<file path="src/rtl/act_pkg.sv">
// Shared types for the in-place activation engine.
// Optional build macro: ACT_STATS_EN (adds sat_count to act_inplace_pipe).
package act_pkg;

    typedef enum logic [1:0] {
        ACT_RELU  = 2'd0,
        ACT_LEAKY = 2'd1,
        ACT_CLAMP = 2'd2,
        ACT_RSVD  = 2'd3
    } act_mode_t;

    typedef enum logic [1:0] {
        IDLE   = 2'd0,
        RUN    = 2'd1,
        DRAIN  = 2'd2,
        FINISH = 2'd3
    } act_state_t;

    // Address width for n elements, never narrower than one bit.
    function automatic int act_aw(input int n);
        return (n <= 2) ? 1 : $clog2(n);
    endfunction

endpackage

</file>
<file path="src/rtl/act_func.sv">
// Combinational activation: ReLU, leaky ReLU (arithmetic shift), clamped ReLU.
// Optional build macro: ACT_STATS_EN (consumer of the changed flag).
module act_func
    import act_pkg::*;
#(
    parameter int DATA_WIDTH = 16,
    parameter int LEAK_SHIFT = 3
) (
    input  act_mode_t                     mode,
    input  logic signed [DATA_WIDTH-1:0]  x,
    input  logic signed [DATA_WIDTH-1:0]  clamp_max,
    output logic signed [DATA_WIDTH-1:0]  y,
    output logic                          changed
);

    // Select the activation; a negative bound forces every clamped output to 0.
    always_comb begin
        y       = x;
        changed = 1'b0;
        unique case (mode)
            ACT_LEAKY: begin
                if (x < 0) begin
                    y       = x >>> LEAK_SHIFT;
                    changed = 1'b1;
                end
            end
            ACT_CLAMP: begin
                if (x < 0) begin
                    y       = '0;
                    changed = 1'b1;
                end else if (x > clamp_max) begin
                    y       = (clamp_max < 0) ? '0 : clamp_max;
                    changed = 1'b1;
                end
            end
            default: begin
                if (x < 0) begin
                    y       = '0;
                    changed = 1'b1;
                end
            end
        endcase
    end

endmodule

</file>
<file path="src/rtl/act_inplace_pipe.sv">
// In-place activation pass over a CHW map: read on port A, write back on port B.
// Optional build macro: ACT_STATS_EN (adds sat_count output).
module act_inplace_pipe
    import act_pkg::*;
#(
    parameter  int DATA_WIDTH = 16,
    parameter  int CHANNELS   = 8,
    parameter  int IMG_SIZE   = 28,
    parameter  int RD_LATENCY = 1,
    parameter  int LEAK_SHIFT = 3,
    localparam int N          = CHANNELS * IMG_SIZE * IMG_SIZE,
    localparam int AW         = act_aw(N)
) (
    input  logic                          clk,
    input  logic                          reset,
    input  logic                          start,
    input  logic [1:0]                    mode,
    input  logic signed [DATA_WIDTH-1:0]  clamp_max,
    output logic [AW-1:0]                 conv_r_addr,
    output logic                          conv_r_en,
    input  logic signed [DATA_WIDTH-1:0]  conv_r_q,
    output logic [AW-1:0]                 conv_w_addr,
    output logic                          conv_w_en,
    output logic                          conv_w_we,
    output logic signed [DATA_WIDTH-1:0]  conv_w_d,
    output logic                          busy,
`ifdef ACT_STATS_EN
    output logic [$clog2(N+1)-1:0]        sat_count,
`endif
    output logic                          done
);

    localparam logic [AW-1:0] LAST = AW'(N - 1);

    act_state_t                   state;
    act_mode_t                    mode_q;
    logic signed [DATA_WIDTH-1:0] cmax_q;
    logic [RD_LATENCY-1:0]        vld;
    logic [AW-1:0]                addr_sr [RD_LATENCY];
    logic signed [DATA_WIDTH-1:0] act_y;
    logic                         act_changed;

    act_func #(
        .DATA_WIDTH (DATA_WIDTH),
        .LEAK_SHIFT (LEAK_SHIFT)
    ) u_func (
        .mode      (mode_q),
        .x         (conv_r_q),
        .clamp_max (cmax_q),
        .y         (act_y),
        .changed   (act_changed)
    );

    // Pass sequencer: issues one read per cycle, then waits for the last write.
    always_ff @(posedge clk) begin
        if (reset) begin
            state       <= IDLE;
            mode_q      <= ACT_RELU;
            cmax_q      <= '0;
            conv_r_addr <= '0;
            conv_r_en   <= 1'b0;
            busy        <= 1'b0;
            done        <= 1'b0;
        end else begin
            done <= 1'b0;
            unique case (state)
                IDLE: begin
                    if (start) begin
                        mode_q      <= act_mode_t'(mode);
                        cmax_q      <= clamp_max;
                        conv_r_addr <= '0;
                        conv_r_en   <= 1'b1;
                        busy        <= 1'b1;
                        state       <= RUN;
                    end
                end
                RUN: begin
                    if (conv_r_addr == LAST) begin
                        conv_r_en <= 1'b0;
                        state     <= DRAIN;
                    end else begin
                        conv_r_addr <= conv_r_addr + 1'b1;
                    end
                end
                DRAIN: begin
                    if (vld == '0) begin
                        busy  <= 1'b0;
                        done  <= 1'b1;
                        state <= FINISH;
                    end
                end
                FINISH: state <= IDLE;
            endcase
        end
    end

    // Track each issued read until its data emerges from the BRAM.
    always_ff @(posedge clk) begin
        if (reset) begin
            vld <= '0;
            for (int i = 0; i < RD_LATENCY; i++) addr_sr[i] <= '0;
        end else begin
            vld[0]     <= conv_r_en;
            addr_sr[0] <= conv_r_addr;
            for (int i = 1; i < RD_LATENCY; i++) begin
                vld[i]     <= vld[i-1];
                addr_sr[i] <= addr_sr[i-1];
            end
        end
    end

    // Register the activated value and write it back to its source address.
    always_ff @(posedge clk) begin
        if (reset) begin
            conv_w_en   <= 1'b0;
            conv_w_addr <= '0;
            conv_w_d    <= '0;
        end else begin
            conv_w_en <= vld[RD_LATENCY-1];
            if (vld[RD_LATENCY-1]) begin
                conv_w_addr <= addr_sr[RD_LATENCY-1];
                conv_w_d    <= act_y;
            end
        end
    end

    assign conv_w_we = conv_w_en;

`ifdef ACT_STATS_EN
    // Count elements altered by the activation during the current pass.
    always_ff @(posedge clk) begin
        if (reset) begin
            sat_count <= '0;
        end else if (state == IDLE && start) begin
            sat_count <= '0;
        end else if (vld[RD_LATENCY-1] && act_changed) begin
            sat_count <= sat_count + 1'b1;
        end
    end
`else
    logic unused_changed;
    assign unused_changed = act_changed;
`endif

endmodule
</file>
<file path="config.mk">
export PLATFORM = sky130hd
export DESIGN_NAME = act_inplace_pipe
export DESIGN_NICKNAME = d
export VERILOG_FILES = /design/src/rtl/act_pkg.sv /design/src/rtl/act_func.sv /design/src/rtl/act_inplace_pipe.sv
export SDC_FILE = /design/constraint.sdc
export NUM_CORES = 1
export LEC_CHECK = 0
export CAP_MARGIN = 10
export CORE_UTILIZATION = 46
export DETAILED_ROUTE_END_ITERATION = 6
export PLACE_DENSITY = 0.76
export SYNTH_ARGS = -nofsm -noshare
export SYNTH_HDL_FRONTEND = slang
export SYNTH_SLANG_ARGS = --single-unit
</file>
<file path="constraint.sdc">
create_clock -name clk -period 2.65 [get_ports clk]
set_input_delay 0.3975 -clock clk [delete_from_list [all_inputs] [get_ports clk]]
set_output_delay 0.3975 -clock clk [all_outputs]
set_load 0.1 [all_outputs]
</file>
==> metrics.yaml <==
pwr:
  internal_power_mw: 2.25
  switching_share_pct: 43.2
  powerDensity_mw_per_mm2: 772
  leakage_nw: 2.03
  p_seq_share_pct: 36.1
  pwr-share-comb_pct: 42.8
  ir_drop_v: 0.000592
  report.power.total_mw: 3.96
  p_switching_mw: 1.71
  clkPwrFrac_pct: 21.1
critical_path:
  required_ns: 2.85
  cp.arrival_ns: 2.80
  r2r_cells: 8
  start_kind: "input port"
  crit_path_end_kind: "flip-flop"
  max_stage_delay_ns: 0.55
  critPathMaxFanout: 15
  cp_slowest_cell: "or4_4"
  worstPathCellList: "clkdlybuf4s50_1 > ha_1 > nand4_1 > or4_4 > a21o_4 > and4_4 > o311ai_2 > a311oi_1"
  worst-setup-path-type: "in -> reg"
cells_and_area:
  ff_latch_area_mm2: 0.00160
  layout.cells.non_filler: 676
  diodes: 0
  multi_input_area_mm2: 0.00214
  design_area_mm2: 0.00513
  fillers: 726
  area_delta_synth_final_pct: 29.2
  fin_nets: 625
  post-route-util_pct: 61.8
  drive_above_1_share_pct: 19.1
sta:
  finalCritPeriodShare_pct: 98.2
  hold_violations: 0
  drv_slew: 0
  setup_viol: 0
  relSlewSlack_pct: 40.9
  fin_skew_ns: 0.0144
  setup_slack_ns: 0.0481
  fin_crit_ns: 2.60
  worstMarginPinSlew_ns: 0.884
  max_freq_mhz: 384
  rsz0062_at_grt: "true"
run_status:
  status: "completed"
floorplan:
  die_w_um: 94.9
  die_height_um: 94.9
  start_util_pct: 47.8
  io_pins: 84
  core_area_mm2: 0.00830
  die_area_mm2: 0.00901
  floorplan.rows: 33
detailed_routing:
  first_pass_iters: 5
  wl_mm: 10.3
  avgRoutedWirePerCell_um: 15.2
  wl_met2_mm: 4.92
  dr_wl_met3_um: 803
  vias: 3717
  vias_per_cell: 5.50
  drt-met1-wl_mm: 4.35
  top_layer: "met4"
  antenna_left: 0
  drc: 0
  drt-initial-drc-count: 167
synthesis:
  yosysUniqueCellTypes: 51
  async_reset_ff_share_pct: 0
  synth_nets: 531
  syn_inst: 472
  ys_seq_area_share_pct: 40.3
  synth_edf_count: 0
  avgSynthCellArea_um2: 8.41
  synthFlopType: "dfxtp_1"
  yosysWarnings: 0
  syn_area_mm2: 0.00397
  ys_seq_elements: 80
placement:
  dpl_cell_area_mm2: 0.00493
  place_congestion: 0.873
  dp_hpwl_mm: 7.58
  place_ws_ns: -0.354
  io_buffers: 83
  dpl.cell_count: 660
grt:
  grt_overflow_total: 0
  grt_max_degree: 70
  grt_pass1_vias: 3465
  grt_usage_pct: 23.7
  antenna_found_initial: 0
  grt_first_pass_wirelength_mm: 16.4
clock_network:
  clk_pin_slew_worst_paths_ns: 0.08
  root_buffer: "clkbuf_8"
  cts_sinks: 80
  h-tree-depth: 3
  tritoncts: "yes"
  cts_hold_buf: 0
  numCtsBuffers: 9
  clk_latency_ns: 0.35
  clk_path_buf_depth: 2
flow_run:
  drv_cap: 0
worst_hold_path:
  min_path_cells: 2
  min_path_type: "in -> reg"
## through the flow
stage	setup TNS, ns	hold WS, ns
finish	0	0.273
CTS	0	0.255
detailed placement	-4.75	0.448
global placement	-4.08	0.445
floorplan	0	0.436
global route	-0.0970	0.262
## logic make-up after synthesis
family | share of synthesized area (%)
and+or+nand+nor | 19.0
AOI/OAI and AO/OA | 20.3
DFF | 40.3
buffers and inverters | 6.27
adders and majority gates | 6.93
muxes | 5.14
xor gates and xnor gates | 1.99
## routing by layer
metal | GRT usage (%) | vias to the layer above
li1 | - | 1858
met1 | 29.5 | 1710
met2 | 40.2 | 132
met3 | 5.64 | 17
met4 | 7.20 | 0
met5 | 0 | -
## cells in the final DEF (no fill, tap or decap), types with 4 or more instances in the layout
cell type and n:
xnor2_1 6, nand2_1 58, dfxtp_1 79, nand4_1 11, inv_1 25, buf_4 78, ha_1 22, nor2b_1 15
nor3_1 6, nor2_1 43, clkbuf_8 10, a21oi_1 29, o21ai_0 27, o31ai_1 11, mux2i_1 17, a22oi_1 12
o22ai_1 12, a31oi_1 13, clkdlybuf4s50_1 35, o21a_1 4, nand3_1 6
## path summary, 6_finish.rpt
kind                                    from            to  slack (ns)
worst max-delay path            conv_r_q[11]  conv_w_d[12]        0.05
worst min-delay path                   reset     conv_w_en        0.27
worst max register to register    cmax_q[15]  conv_w_d[12]        0.15
worst min register to register     cmax_q[7]     cmax_q[7]        0.46
## state kept, by name, summed over array words and instances, names as in the netlist
| name | cells |
|---|---|
| cmax_q | 16 |
| conv_w_d | 16 |
| addr_sr | 13 |
| conv_r_addr | 13 |
| conv_w_addr | 13 |
| mode_q | 2 |
| state | 2 |
| busy | 1 |
| conv_r_en | 1 |
| conv_w_en | 1 |
| done | 1 |
| vld | 1 |
## cell usage after synthesis, drive strengths merged, types with 3 or more instances
| library cell | instances | area, um2 |
|---|---|---|
| a21o | 4 | 37.5 |
| a21oi | 29 | 145 |
| a22oi | 12 | 90.1 |
| a311oi | 3 | 26.3 |
| a31oi | 14 | 103 |
| buf | 11 | 72.6 |
| clkbuf | 22 | 82.6 |
| dfxtp | 80 | 1600 |
| ha | 22 | 275 |
| inv | 25 | 93.8 |
| mux2 | 3 | 33.8 |
| mux2i | 17 | 170 |
| nand2 | 58 | 218 |
| nand3 | 6 | 30.0 |
| nand4 | 12 | 90.1 |
| nor2 | 43 | 161 |
| nor2b | 15 | 93.8 |
| nor3 | 6 | 30.0 |
| o21a | 4 | 30.0 |
| o21ai | 28 | 140 |
| o22ai | 12 | 75.1 |
| o311ai | 3 | 26.3 |
| o31ai | 11 | 82.6 |
| xnor2 | 6 | 52.6 |
| xor2 | 3 | 26.3 |
## final cells by class
type	instances	share of cell area, %
clock buffers	11	2.76
clock inverters	5	0.805
inverters	25	1.83
multi-input cells	334	41.7
flip-flops and latches	80	31.3
well taps	105	2.56
repair buffers	116	19.1
## power groups by stage
stage          logic, mW  registers (mW)  clock network (mW)
2_1_floorplan      0.750            1.94                   0
3_3_place_gp        1.66            1.45                   0
3_5_place_dp        1.68            1.46                   0
4_1_cts             1.69            1.43               0.860
5_1_grt             1.82            1.45               0.913
6_report            1.69            1.43               0.837
## repair_timing
action | 4_1_cts | 5_1_grt
endpoints found under the setup margin | 0 | 15
resized for setup | 0 | 5
setup buffers | 0 | 0
## critical path: cells and delay by family
family                     cells  cell delay [ns]
AOI/OAI and AO/OA              3             0.69
and+or+nand+nor                3             0.92
buffers and inverters          1             0.46
adders and majority gates      1             0.33
Power figures use the tool's default switching activity.
